## src/rtl/alu_share_arbiter.sv

```systemverilog
// alu_share_arbiter: round-robin sharing of one gate-delay ALU among N_REQ requesters.
// Optional macro ALU_ARB_PRIO0_EN gives requester 0 fixed top priority.
module alu_share_arbiter #(
  parameter int N_REQ = 4,
  parameter int WIDTH = 32,
  parameter int SETTLE_CYCLES = 2,
  localparam int IW = $clog2(N_REQ),
  localparam int CW = (SETTLE_CYCLES > 1) ? $clog2(SETTLE_CYCLES) : 1
) (
  input  logic                   clk,
  input  logic                   rst_n,
  input  logic [N_REQ-1:0]       req_valid,
  output logic [N_REQ-1:0]       req_ready,
  input  logic [3*N_REQ-1:0]     req_op,
  input  logic [WIDTH*N_REQ-1:0] req_a,
  input  logic [WIDTH*N_REQ-1:0] req_b,
  output logic [2:0]             alu_sel,
  output logic [WIDTH-1:0]       alu_a,
  output logic [WIDTH-1:0]       alu_b,
  input  logic [WIDTH-1:0]       alu_result,
  input  logic [2:0]             alu_flags,
  output logic                   resp_valid,
  input  logic                   resp_ready,
  output logic [IW-1:0]          resp_id,
  output logic [WIDTH-1:0]       resp_result,
  output logic [2:0]             resp_flags
);
  typedef enum logic [1:0] {IDLE, SETTLE, RESP} state_t;
  state_t state_q, state_d;
  logic [IW-1:0] rr_ptr_q, rr_ptr_d, id_q, gnt_idx, resp_id_q;
  logic [CW-1:0] cnt_q, cnt_d;
  logic [2:0] sel_q, resp_flags_q;
  logic [WIDTH-1:0] a_q, b_q, resp_result_q;
  logic gnt_any;
  // Descending scan so the candidate closest to rr_ptr is written last and wins.
  always_comb begin
    gnt_any = 1'b0;
    gnt_idx = '0;
    for (int k = N_REQ - 1; k >= 0; k--) begin
`ifdef ALU_ARB_PRIO0_EN
      if (req_valid[(int'(rr_ptr_q) + k) % N_REQ] && ((int'(rr_ptr_q) + k) % N_REQ) != 0) begin
`else
      if (req_valid[(int'(rr_ptr_q) + k) % N_REQ]) begin
`endif
        gnt_any = 1'b1;
        gnt_idx = IW'((int'(rr_ptr_q) + k) % N_REQ);
      end
    end
`ifdef ALU_ARB_PRIO0_EN
    if (req_valid[0]) begin
      gnt_any = 1'b1;
      gnt_idx = '0;
    end
`endif
  end
  always_comb begin
    req_ready = '0;
    if (state_q == IDLE && gnt_any && rst_n) req_ready[gnt_idx] = 1'b1;
  end
  always_comb begin
    state_d  = state_q;
    rr_ptr_d = rr_ptr_q;
    cnt_d    = cnt_q;
    case (state_q)
      IDLE: if (gnt_any) begin
        state_d  = SETTLE;
        cnt_d    = CW'(SETTLE_CYCLES - 1);
        rr_ptr_d = (gnt_idx == IW'(N_REQ - 1)) ? '0 : gnt_idx + 1'b1;
`ifdef ALU_ARB_PRIO0_EN
        if (gnt_idx == '0) rr_ptr_d = rr_ptr_q;
`endif
      end
      SETTLE: if (cnt_q == '0) state_d = RESP; else cnt_d = cnt_q - 1'b1;
      RESP: if (resp_ready) state_d = IDLE;
      default: state_d = IDLE;
    endcase
  end
  always_ff @(posedge clk or negedge rst_n) begin
    if (!rst_n) begin
      state_q       <= IDLE;
      rr_ptr_q      <= '0;
      cnt_q         <= '0;
      id_q          <= '0;
      sel_q         <= '0;
      a_q           <= '0;
      b_q           <= '0;
      resp_id_q     <= '0;
      resp_result_q <= '0;
      resp_flags_q  <= '0;
    end else begin
      state_q  <= state_d;
      rr_ptr_q <= rr_ptr_d;
      cnt_q    <= cnt_d;
      if (state_q == IDLE && gnt_any) begin
        id_q  <= gnt_idx;
        sel_q <= req_op[3*gnt_idx +: 3];
        a_q   <= req_a[WIDTH*gnt_idx +: WIDTH];
        b_q   <= req_b[WIDTH*gnt_idx +: WIDTH];
      end
      if (state_q == SETTLE && cnt_q == '0) begin
        resp_id_q     <= id_q;
        resp_result_q <= alu_result;
        resp_flags_q  <= alu_flags;
      end
    end
  end
  assign alu_sel     = sel_q;
  assign alu_a       = a_q;
  assign alu_b       = b_q;
  assign resp_valid  = (state_q == RESP);
  assign resp_id     = resp_id_q;
  assign resp_result = resp_result_q;
  assign resp_flags  = resp_flags_q;
endmodule

```

## config.mk

```make
export PLATFORM = sky130hd
export DESIGN_NAME = alu_share_arbiter
export DESIGN_NICKNAME = d
export VERILOG_FILES = /design/src/rtl/alu_share_arbiter.sv
export SDC_FILE = /design/constraint.sdc
export NUM_CORES = 1
export LEC_CHECK = 0
export BUFFER_PORTS_ARGS = -buffer_cell sky130_fd_sc_hd__buf_2
export CORE_AREA = 2 2 165 167
export CTS_CLUSTER_DIAMETER = 150
export CTS_CLUSTER_SIZE = 24
export DETAILED_ROUTE_END_ITERATION = 12
export DIE_AREA = 0 0 167 169
export GPL_ROUTABILITY_DRIVEN = 0
export PLACE_DENSITY = 0.61
export SLEW_MARGIN = 30
export SYNTH_ARGS = -nofsm -noshare
export SYNTH_HDL_FRONTEND = slang
export SYNTH_SLANG_ARGS = --single-unit
```

## constraint.sdc

```tcl
create_clock -name clk -period 2.46 [get_ports clk]
set_input_delay 0.369 -clock clk [delete_from_list [all_inputs] [get_ports clk]]
set_output_delay 0.369 -clock clk [all_outputs]
set_load 0.05 [all_outputs]
```

# After elaboration in Yosys (flattened, before gate mapping)
# Index checks and enable logic that the tools add are counted.
# totals
latchBits	0
mem_bits_rw	0
in_bits	310
memories	0
romBits	0
word_cells	77
register_bits	111
out_inout_bits	109
# classes
n_reduce_logical	12
magnitude_cmp	6
addsub	5
eq_ne	6
n_bitwise	4
mux	30
div	0
n_mul	1
shifts	3
# op_table
cell	count
$shiftx 128x8->32	2
$mux 2	8
$mux 1	14
$lt 3x4->1 const B	3
$shiftx 12x5->3	1
$bmux 1 s2	4
$lt 2x3->1 const B	2
$pmux 2 s3	1
$reduce_or 2->1	3
$add 2x1->2 const B	2
$add 2x2->2 const B	2
$eq 2x2->1 const B	2
$logic_and 1x1->1	4
$mul 2x2->4 const A	1
$mux 4	1
$ne 2x2->1 const B	2
$reduce_and 2->1	2
$and 1x1->1 const A	3
$reduce_and 3->1	1
$demux 1 s2	1
$eq 2x1->1 const B	1
$ge 2x1->1 const B	1
$logic_not 2->1	1
$ne 2x1->1 const B	1
4 further kinds	4

# Depth between registers and ports, before layout
# depth
depth_word	15
ltp_mapped	9

# Least setup slack after synthesis
# No wires, ideal clock.
# synth_timing
kind	register -> output
startpoint	register rr_ptr_q[1]
endpoint	output req_ready[1]
arrival_ps	2490
n_path_buf	3
stages_incl_launch_ff	9
setup_slack_ps	-399
path_cell_list	dfrtp_1 > mux2i_1 > a2bb2oi_2 > and2_4 > inv_2 > buf_6 > buf_6 > buf_6 > nor3_1
# synth_between
elab_chain_len	13
elab_cells_between_ends	30
classes_between	add/sub (3); order compare (2); mux (22); reduce/logical (3)
# synth_lines
element	line	source
start: declaration	30	logic [IW-1:0] rr_ptr_q, rr_ptr_d, id_q, gnt_idx, resp_id_q;
start signal: assignment	92	rr_ptr_q <= rr_ptr_d;
$add 2x2->2	43, 46	
$bmux 1 s2	43	if (req_valid[(int'(rr_ptr_q) + k) % N_REQ]) begin
$mux 1 (not written as such) (2 in a row)	43	
$mux 2 (4 in a row)	43	
$lt 2x3->1 (not written as such) or $ge 2x1->1 (tied branches)	58	if (state_q == IDLE && gnt_any && rst_n) req_ready[gnt_idx] = 1'b1;
$logic_and 1x1->1 (not written as such)	58	
$mux 1 (not written as such)	58	
$demux 1 s2	58	
$mux 4 (*)	58	
end: declaration	13	output logic [N_REQ-1:0] req_ready,
# Mark *: on every way between the ends. The rest lies on a longest branch, timed or not. The select of a mux whose other input is x is not followed.

# Worst setup path in the final report
# layout_timing
startpoint	register rr_ptr_q[0]
endpoint	output req_ready[3]
# The elaborated chain is that of the path after synthesis.

==> impl_metrics.ini <==
[critical_path]
regToRegEndpoint = alu_b[30]
setup.worst_path.start_class = register
cp.arrival_ns = 1.98
critPathCaptureType = output port
highest_net_fanout_along_the_worst_path = 6
setup.worst_path.class = register to output port
worst-r2r-setup-slack_ns = 0.15
critical_path_required_ns = 2.09
reg2reg_depth = 8
worstReg2RegStart = rr_ptr_q[1]

[grt]
largest_net_degree_at_the_start_of_global_routing = 106
antenna_found_initial = 3
grt_overflow_total = 0
first_global_vias = 6588
gr-usage-all-layers = 0.168
grt_first_pass_wirelength_um = 37100

[yosys]
synth_area_per_cell_um2 = 11.4
post_synth_top_flop = sky130_fd_sc_hd__dfrtp_1
synth_seq_cells = 111
ys_top_cells_by_area = sky130_fd_sc_hd__dfrtp_1 (41%), sky130_fd_sc_hd__a2111oi_2 (13%), sky130_fd_sc_hd__mux2i_1 (10%), sky130_fd_sc_hd__and3_1 (6.4%), sky130_fd_sc_hd__mux2_2 (6.2%)
number_of_enable_flip_flop_cells_after_synthesis = 0
yosys-mux-area-fraction = 0.163
cell_type_with_the_largest_total_area_after_synthesis = sky130_fd_sc_hd__dfrtp_1
synth-compound-area-share = 0.248
syn_area_mm2 = 0.00675
postSynthCellCount = 590
synth_top_family_by_area = compound AO/OA/AOI/OAI gates
synthTopCellsByCount = sky130_fd_sc_hd__dfrtp_1 (111), sky130_fd_sc_hd__nor2_1 (73), sky130_fd_sc_hd__and3_1 (69)
synthArstFlopShare = 1.00
synth_top_area_share = 0.412
yosys_warnings = 0
mappedNetlistNets = 902
ys_seq_area_frac = 0.412
post_synth_and_or_nand_nor_area_fraction = 0.119
synth_fa_ha_area_frac = 0.00371
most_common_cell_in_the_synthesized_netlist = sky130_fd_sc_hd__dfrtp_1
post_synth_num_cell_types = 34
yosys.area_share.xor_xnor = 0

[timing]
setup-violations-final = 0
maximum_clock_frequency_mhz = 425
timing_max_transition_violations_final = 0
fin_clk_skew_ns = 0.0170
hold_slack_ns = 0.229
timing.final.crit_period_ns = 2.35
worstMarginPinSlew_ns = 0.641
post-route-worst-setup-slack_ns = 0.109
final_min_period_over_clock_period = 0.956
grt_setup_unrepaired = false
setup-tns-final_ns = 0
hold_violations = 0
relSlewSlack = 0.572

[die]
die_y_um = 169
start_util = 0.255
std_cell_rows = 60
core_region_area_mm2 = 0.0265
top_level_ports = 419
fp.dieArea_mm2 = 0.0282
die_width_um = 167

[routing]
drc = 0
ant_nets = 0
route.detailed.vias_per_inst = 4.83
wl_um = 24600
route.vias.total = 6472
first_pass_drt_iterations = 4
detailedRoute.firstIterationViolations = 336
routed_wire_length_per_instance_um = 18.3

[hold_path]
holdPathStages = 2
hold_path_startpoint = alu_result[30]
min-delay-path-class = primary input to register
hold_path_end = resp_result[30]

[place]
pre_cts_slack_ns = 0.00548
io_buffers = 418
placedCellCount = 1318
detailed_place_hpwl_um = 18000
place_area_mm2 = 0.00934

[clocking]
max-clock-path-buffers = 2
h-tree-depth = 3
cts.root.buffer_cell = sky130_fd_sc_hd__clkbuf_16
tritoncts_clock_tree = done
clkTransAtPathRegs_ns = 0.10
clock_insertion_delay_worst_skew_ns = 0.36
numClockSinks = 111
cts_inserted_buffers = 9

[flow_run]
maxCapViolations = 0

[power]
power_density_mw_per_mm2 = 1460
peakVddDrop_mv = 0.878
static-leakage-power_nw = 4.62

[cells_and_area]
area_growth_pct = 44.7
post_layout_nonfiller_instances = 1341
n_antenna_cell = 0
final_design_area_no_fill_mm2 = 0.00976
finish.net_count = 1307
fillers = 2714
layout-drive-gt1-share = 0.610

[outcome]
status = finished clean
per-layer routing:
layer	wire, um	GRT usage	vias to the layer above
met4	437	0.0484	4
met2	12100	0.287	282
met1	10300	0.210	3064
met5	27	0	-
met3	1690	0.0421	37
li1	-	-	3085
repair_timing:
item	CTS	global route
endpoints found under the hold margin	6	0
setup buffers	1	5
pin swaps	2	1
endpoints found under the setup margin	3	5
resized for setup	7	6
hold buffers	1	0
kinds of logic (layout without fill, tap and decap cells):
family / after synthesis / in the layout
multiplexers: 105 / 105
AO/OA/AOI/OAI: 145 / 145
adder cells (fa/ha/maj): 2 / 2
buffers and inverters: 66 / 476
flip-flops: 111 / 111
AND/OR/NAND/NOR: 161 / 161
cells in the final DEF (no fill, tap or decap), types with 2 or more instances in the layout:
cell type	netlist	layout
sky130_fd_sc_hd__a21oi_1	2	2
sky130_fd_sc_hd__buf_12	0	12
sky130_fd_sc_hd__nand2b_1	2	2
sky130_fd_sc_hd__nand2_1	8	8
sky130_fd_sc_hd__and3_1	69	69
sky130_fd_sc_hd__mux2i_1	68	67
sky130_fd_sc_hd__nor2_4	0	2
sky130_fd_sc_hd__buf_6	11	2
sky130_fd_sc_hd__inv_12	0	2
sky130_fd_sc_hd__nor2_1	73	72
sky130_fd_sc_hd__inv_6	0	2
sky130_fd_sc_hd__clkinv_8	0	2
sky130_fd_sc_hd__a211oi_2	30	30
sky130_fd_sc_hd__nor3_2	0	3
sky130_fd_sc_hd__a2111oi_2	57	57
sky130_fd_sc_hd__buf_4	6	26
sky130_fd_sc_hd__ha_1	2	2
sky130_fd_sc_hd__a2111oi_0	10	9
sky130_fd_sc_hd__inv_1	2	2
sky130_fd_sc_hd__inv_8	0	2
sky130_fd_sc_hd__a211oi_1	37	37
sky130_fd_sc_hd__o21ai_0	2	2
sky130_fd_sc_hd__clkbuf_16	0	9
sky130_fd_sc_hd__dfrtp_1	111	109
sky130_fd_sc_hd__buf_2	13	414
sky130_fd_sc_hd__mux2_2	37	37
sky130_fd_sc_hd__dfrtp_2	0	2
registers in the layout (all words and copies together) (netlist names):
| register | cells |
|---|---|
| resp_id | 2 |
| rr_ptr_q | 2 |
| id_q | 2 |
| alu_b | 32 |
| alu_sel | 3 |
| resp_flags | 3 |
| resp_result | 32 |
| alu_a | 32 |
| cnt_q | 1 |
| state_q | 2 |
report_power, final:
part	total (mW)	switching [mW]	leakage [nW]	internal, mW
clock	1.60	0.853	0.153	0.743
sequential	3.29	0.521	1.26	2.77
combinational	9.35	6.43	3.21	2.93
total	14.2	7.80	4.62	6.44
cell type report:
class                   instances  area (um2)  share of cell area
clock buffers                   9         225              0.0231
clock inverters                 7        88.8             0.00910
inverters                       4        32.5             0.00333
multi-input cells             413        3660               0.375
flip-flops and latches        111        2780               0.285
well taps                     341         427              0.0437
repair buffers                456        2550               0.261
how the worst max path moves through the flow:
stage | from | to | slack (ns) | depth (start not counted)
4_1_cts | rr_ptr_q[1] | req_ready[2] | 0.005 | 7
3_3_place_gp | req_valid[3] | alu_b[30] | 0.03 | 7
6_report | rr_ptr_q[0] | req_ready[3] | 0.11 | 7
5_1_grt | rr_ptr_q[0] | req_ready[3] | 0.01 | 7
2_1_floorplan | rr_ptr_q[1] | req_ready[1] | 0.02 | 8
3_5_place_dp | req_valid[3] | alu_b[30] | 0.005 | 7
critical path, cell delays in order (launching register included):
cell and delay, ns:
sky130_fd_sc_hd__dfrtp_2 0.47, sky130_fd_sc_hd__nand3b_1 0.11, sky130_fd_sc_hd__o21ai_1 0.08, sky130_fd_sc_hd__a211o_4 0.37, sky130_fd_sc_hd__inv_6 0.09, sky130_fd_sc_hd__ha_1 0.14
sky130_fd_sc_hd__and3_1 0.17, sky130_fd_sc_hd__buf_6 0.17
metrics by stage:
stage | power [mW] | utilization
finish | 14.2 | 0.368
floorplan | 10.1 | -
global placement | 12.6 | 0.353
detailed placement | 12.7 | 0.353
global route | 15.0 | 0.368
CTS | 14.3 | 0.366
Note: power is estimated with default switching activity, not from simulation.
